$ cat config.mk
export PLATFORM = sky130hd
export DESIGN_NAME = golden_nonce_reporter
export DESIGN_NICKNAME = d
export VERILOG_FILES = /design/src/rtl/golden_nonce_reporter.sv
export SDC_FILE = /design/constraint.sdc
export NUM_CORES = 1
export LEC_CHECK = 0
export ABC_AREA = 1
export BUFFER_PORTS_ARGS = -buffer_cell sky130_fd_sc_hd__buf_2
export CORE_ASPECT_RATIO = 0.7
export CORE_UTILIZATION = 60
export CTS_CLUSTER_DIAMETER = 100
export DETAILED_ROUTE_END_ITERATION = 8
export PLACE_DENSITY_LB_ADDON = 0.08
export SYNTH_ARGS = -nofsm -noshare
export SYNTH_HDL_FRONTEND = slang
export SYNTH_SLANG_ARGS = --single-unit
export TNS_END_PERCENT = 10
$ cat constraint.sdc
create_clock -name clk -period 5.59 [get_ports clk]
set_clock_uncertainty 0.1 [all_clocks]
set_input_delay 1.118 -clock clk [delete_from_list [all_inputs] [get_ports clk]]
set_output_delay 1.118 -clock clk [all_outputs]
set_load 0.005 [all_outputs]
$ cat src/rtl/golden_nonce_reporter.sv
`default_nettype none
// ============================================================================
// Module      : golden_nonce_reporter
// Description : Captures golden-nonce hits from the miner core into a small
//               FIFO and serializes each one as a 5-byte record
//               (SYNC_BYTE, nonce[31:24], [23:16], [15:8], [7:0]) on a
//               valid/ready byte stream. Hits arriving while the FIFO is full
//               are dropped and counted.
// Ports       : clk, rst        - clock, synchronous active-high reset
//               nonce_valid/in  - one-cycle hit pulse and 32-bit nonce
//               out_valid/data  - registered output byte stream
//               out_ready       - sink accept
//               busy            - FIFO not empty or record in flight
//               fifo_count      - entries stored (0..DEPTH)
//               drop_count      - saturating count of dropped hits
//               overflow        - sticky drop flag
// Revision    : 1.0 - initial release
// ============================================================================
module golden_nonce_reporter #(
    parameter int         DEPTH     = 4,
    parameter logic [7:0] SYNC_BYTE = 8'hA5
) (
    input  logic                       clk,
    input  logic                       rst,
    input  logic                       nonce_valid,
    input  logic [31:0]                nonce_in,
    output logic                       out_valid,
    output logic [7:0]                 out_data,
    input  logic                       out_ready,
    output logic                       busy,
    output logic [$clog2(DEPTH+1)-1:0] fifo_count,
    output logic [7:0]                 drop_count,
    output logic                       overflow
);

    localparam int AW = $clog2(DEPTH);
    localparam int CW = $clog2(DEPTH+1);

    localparam logic [2:0] S_IDLE = 3'd0;
    localparam logic [2:0] S_HDR  = 3'd1;
    localparam logic [2:0] S_B3   = 3'd2;
    localparam logic [2:0] S_B2   = 3'd3;
    localparam logic [2:0] S_B1   = 3'd4;
    localparam logic [2:0] S_B0   = 3'd5;

    logic [31:0]   mem_q [DEPTH];
    logic [AW-1:0] wr_ptr_q, rd_ptr_q;
    logic [CW-1:0] count_q, count_d;
    logic [2:0]    state_q, state_d;
    logic [31:0]   shreg_q, shreg_d;
    logic [7:0]    out_data_q, out_data_d;
    logic          out_valid_q, out_valid_d;
    logic [7:0]    drop_q;
    logic          ovf_q;

    logic w_full, w_push, w_drop, w_accept, w_pop, w_nonempty;

    // Full is taken from the registered count, so a same-cycle pop never
    // makes room for a hit arriving at that edge.
    assign w_full     = (count_q == CW'(DEPTH));
    assign w_nonempty = (count_q != '0);
    assign w_push     = nonce_valid && !w_full && !rst;
    assign w_drop     = nonce_valid &&  w_full;
    assign w_accept   = out_valid_q && out_ready;
    assign count_d    = count_q + {{(CW-1){1'b0}}, w_push} - {{(CW-1){1'b0}}, w_pop};

    // FIFO storage carries no reset; only the pointers and count matter.
    always_ff @(posedge clk) begin
        if (w_push) begin
            mem_q[wr_ptr_q] <= nonce_in;
        end
    end

    // State and datapath registers
    always_ff @(posedge clk) begin
        if (rst) begin
            state_q     <= S_IDLE;
            wr_ptr_q    <= '0;
            rd_ptr_q    <= '0;
            count_q     <= '0;
            shreg_q     <= '0;
            out_data_q  <= '0;
            out_valid_q <= 1'b0;
            drop_q      <= '0;
            ovf_q       <= 1'b0;
        end else begin
            state_q     <= state_d;
            count_q     <= count_d;
            shreg_q     <= shreg_d;
            out_data_q  <= out_data_d;
            out_valid_q <= out_valid_d;
            if (w_push) wr_ptr_q <= wr_ptr_q + 1'b1;
            if (w_pop)  rd_ptr_q <= rd_ptr_q + 1'b1;
            if (w_drop) begin
                ovf_q <= 1'b1;
                if (drop_q != 8'hFF) drop_q <= drop_q + 8'd1;
            end
        end
    end

    // Next-state logic; the serializer is the only consumer of the FIFO.
    always_comb begin
        state_d = state_q;
        w_pop   = 1'b0;
        case (state_q)
            S_IDLE: if (w_nonempty) begin
                state_d = S_HDR;
                w_pop   = 1'b1;
            end
            S_HDR: if (w_accept) state_d = S_B3;
            S_B3:  if (w_accept) state_d = S_B2;
            S_B2:  if (w_accept) state_d = S_B1;
            S_B1:  if (w_accept) state_d = S_B0;
            S_B0: if (w_accept) begin
                // Chain straight into the next record with no idle beat.
                if (w_nonempty) begin
                    state_d = S_HDR;
                    w_pop   = 1'b1;
                end else begin
                    state_d = S_IDLE;
                end
            end
            default: state_d = S_IDLE;
        endcase
    end

    // Output logic: the byte for the upcoming state is registered so that
    // out_data/out_valid hold steady during backpressure.
    always_comb begin
        shreg_d = w_pop ? mem_q[rd_ptr_q] : shreg_q;
        out_valid_d = (state_d != S_IDLE);
        case (state_d)
            S_HDR:   out_data_d = SYNC_BYTE;
            S_B3:    out_data_d = shreg_d[31:24];
            S_B2:    out_data_d = shreg_d[23:16];
            S_B1:    out_data_d = shreg_d[15:8];
            S_B0:    out_data_d = shreg_d[7:0];
            default: out_data_d = 8'h00;
        endcase
    end

    assign out_valid  = out_valid_q;
    assign out_data   = out_data_q;
    assign busy       = w_nonempty || (state_q != S_IDLE);
    assign fifo_count = count_q;
    assign drop_count = drop_q;
    assign overflow   = ovf_q;

endmodule
`default_nettype wire
==> results.md <==
- Outcome: complete, but fails checks
- Failing checks: design-rule violations
- Avg WL per Cell: 15.6 µm
- Slew Limit Headroom: 17.9%
- Via/cell ratio: 5.39
- Hold-fix buffers at CTS: 0
- CTS tree: yes
- Root Driver: clkbuf_16
- Detailed-route via count: 5581
- Cts bufs inserted: 17
- FMAX: 0.290 GHz
- Leak Pwr: 3.66 nW
- Synth Register Bits: 190
- CP Data Arrival Time: 3640 ps
- Yosys Warn Count: 0
- Clock Sink Count: 190
- Seq/Total Area, Yosys: 65.2%
- Sw frac: 37.8%
- FF-to-FF Start: fifo_count[2]$_SDFF_PP0_
- Max_cap viols: 0
- # diodes: 0
- Row cnt: 34
- Crit end category: flop
- Commonest non-fill, non-tap cell in the layout: nor2_1
- Syn avg cell area: 9.61 µm²
- Slowest-stage cell, CP: buf_2
- Layout cells sized above 1: 12.7%
- DP HPWL: 10.1 mm
- Starting density of the core: 62.2%
- Pins over their slew limit: 0
- Crit path time final: 3450 ps
- Worst R2R Setup Slack: 2620 ps
- Routed Antenna Nets: 0
- P_int: 0.00276 W
- # port buffers: 57
- Unrepaired setup endpoints after global routing: no
- Most frequent cells in the layout: nor2_1, nand2_1, edfxtp_1
- Max FO, Critical Path: 49
- Logic pwr share: 33.7%
- Synth Net Count: 856
- Max stage delay on crit path: 680 ps
- Peak supply drop: 0.294 mV
- Endpoints failing setup: 0
- Setup tns final: 0 ps
- Met3 Wirelength: 1.01 mm
- FF-to-FF path depth: 11
- Met2 routed WL: 7.49 mm
- Number of synthesized flops with an enable pin: 128
- Layout Nets: 905
- Total setup buffers inserted after CTS: 0
- Die Area: 0.0135 mm²
- WHS Path Cells: 2
- Worst Path Buf+Inv: 3
- Fraction of registers with async set/reset: 0%
- Path category of the worst min-delay check: reg2reg
- Synth-to-layout area growth: 12.3%
- Setup CP Type: in2reg
- FF-to-FF End: out_data[1]$_SDFF_PP0_
- RePlAce Congestion: 0.848
- First-pass DRT Iterations: 7
- Total power: 0.00443 W
- DRC viols: 8
- Measured slew at the worst slew-check pin: 1230 ps
- Routed length on met1: 7.44 mm
- Hold Path Origin: overflow$_SDFFE_PP0P_
- Post-Syn Area: 0.00780 mm²
- H-tree Lvls: 4
- WP depth: 9
- Iter 0 DRT Violations: 378
- Clk_lat worst skew: 430 ps
- Cells after Synth: 812
- Seq pwr share: 39.9%
- PostCTS Resize Cnt: 0
- Total net switching power: 0.00168 W
- Top Ports: 58
- CTS max path bufs: 2
- Hold Path End: overflow$_SDFFE_PP0P_
- Top sig layer: met4
- Distinct cells, synth: 29
- Number of global-route vias before repair: 5343
- GRT Residual Overflow: 0
- Crit-path cells: buf_2 > inv_1 > nand3_1 > ha_1 > inv_1 > ha_1 > fa_1 > xor2_1 > nor2_1
- Finished Cell Area: 0.00876 mm²
- Drt total wl: 16.1 mm
- Reg clk slew, reported paths: 70 ps
- Fin. Hold Viols: 0
- Final period utilization: 61.8%
- Crit path launch type: input pin
- Total GRT Usage: 25.8%
- First-pass GRT wire length: 26.5 mm
- CP delay by family, top: buffers and inverters
- Worst endpoint required time: 5780 ps
- Die Y: 97.4 µm
- Initial antenna violation count: 0
- Core area: 0.0125 mm²
- Clk pwr share: 26.4%
- Primary FF master, synth: edfxtp_1
- Placed Area: 0.00818 mm²
- Largest net degree at the start of global routing: 65
- P per Cell Area: 506 mW/mm²
- Die W: 138 µm
## kinds of logic after synthesis
| family | after synthesis | share of synthesized area [%] |
|---|---|---|
| AOI/OAI and AO/OA | 86 | 5.71 |
| buffers and inverters | 109 | 5.86 |
| adders and majority gates | 8 | 1.38 |
| and+or+nand+nor | 417 | 21.6 |
| DFF | 190 | 65.2 |
| xor gates and xnor gates | 2 | 0.225 |
## worst max-delay path by stage
stage,start,endpoint
finish,rst,fifo_count[2]$_SDFF_PP0_
floorplan,rst,mem_q[0][0]$_DFFE_PP_
global route,out_ready,out_data[1]$_SDFF_PP0_
detailed placement,rst,fifo_count[2]$_SDFF_PP0_
global placement,rst,fifo_count[1]$_SDFF_PP0_
CTS,rst,fifo_count[2]$_SDFF_PP0_
## metrics by stage
stage	hold WS (ps)	setup slack [ps]	utilization, %	std cells
after floorplan	336	2320	-	812
after global placement	347	1810	65.2	1004
after detailed placement	345	1740	65.2	1004
after CTS	356	2170	69.8	1035
after global routing	375	1910	69.8	1035
final	351	2140	69.8	1035
## cell type report
| class | instances | area, µm² |
|---|---|---|
| fillers | 929 | 3790 |
| repair buffers | 65 | 345 |
| multi-input cells | 513 | 2270 |
| well taps | 162 | 203 |
| inverters | 74 | 278 |
| flip-flops and latches | 190 | 5090 |
| clock buffers | 17 | 425 |
| clock inverters | 14 | 151 |
## state kept, by name, indices dropped and copies added, names as in the netlist, named ones only
| signal | cells |
|---|---|
| rd_ptr_q | 2 |
| fifo_count | 3 |
| state_q | 3 |
| overflow | 1 |
| out_data | 8 |
| out_valid | 1 |
| wr_ptr_q | 2 |
| shreg_q | 32 |
| mem_q | 128 |
| drop_count | 8 |
## routing by layer
metal / vias up / track usage, %
li1: 2754 / -
met3: 19 / 5.47
met2: 166 / 42.1
met4: 0 / 8.82
met1: 2642 / 34.6
met5: - / 0
## synth_stat cells, types with 2 or more instances
master      n  share of area [%]
nor2_2      4               0.32
inv_1      71                3.4
a21oi_1    16                1.0
buf_2      14               0.90
edfxtp_1  128                 49
dfxtp_1    62                 16
buf_1       2              0.096
buf_4       4               0.39
ha_1        7                1.1
nand2_1   164                7.9
nand4_1    13                1.0
o211ai_1    4               0.39
inv_2       3               0.14
nand3_1    35                2.2
nor3_1     14               0.90
o21ai_0    62                4.0
buf_6       2               0.29
xor2_1      2               0.22
clkbuf_1   13               0.63
nor2_1    183                8.8
## power groups by stage
stage / Combinational (W) / Sequential (W) / Clock, W
2_1_floorplan: 0.00115 / 0.00177 / 0
3_3_place_gp: 0.00142 / 0.00179 / 0
3_5_place_dp: 0.00147 / 0.00180 / 0
4_1_cts: 0.00149 / 0.00177 / 0.00118
5_1_grt: 0.00170 / 0.00179 / 0.00124
6_report: 0.00149 / 0.00177 / 0.00117
## worst min-delay path, delay by kind of cell (launching register included)
kind	cells	cell delay [ps]
buf+inv	1	50
compound gates	1	50
flops	1	310
No activity file was read; power rests on OpenSTA's default activity.
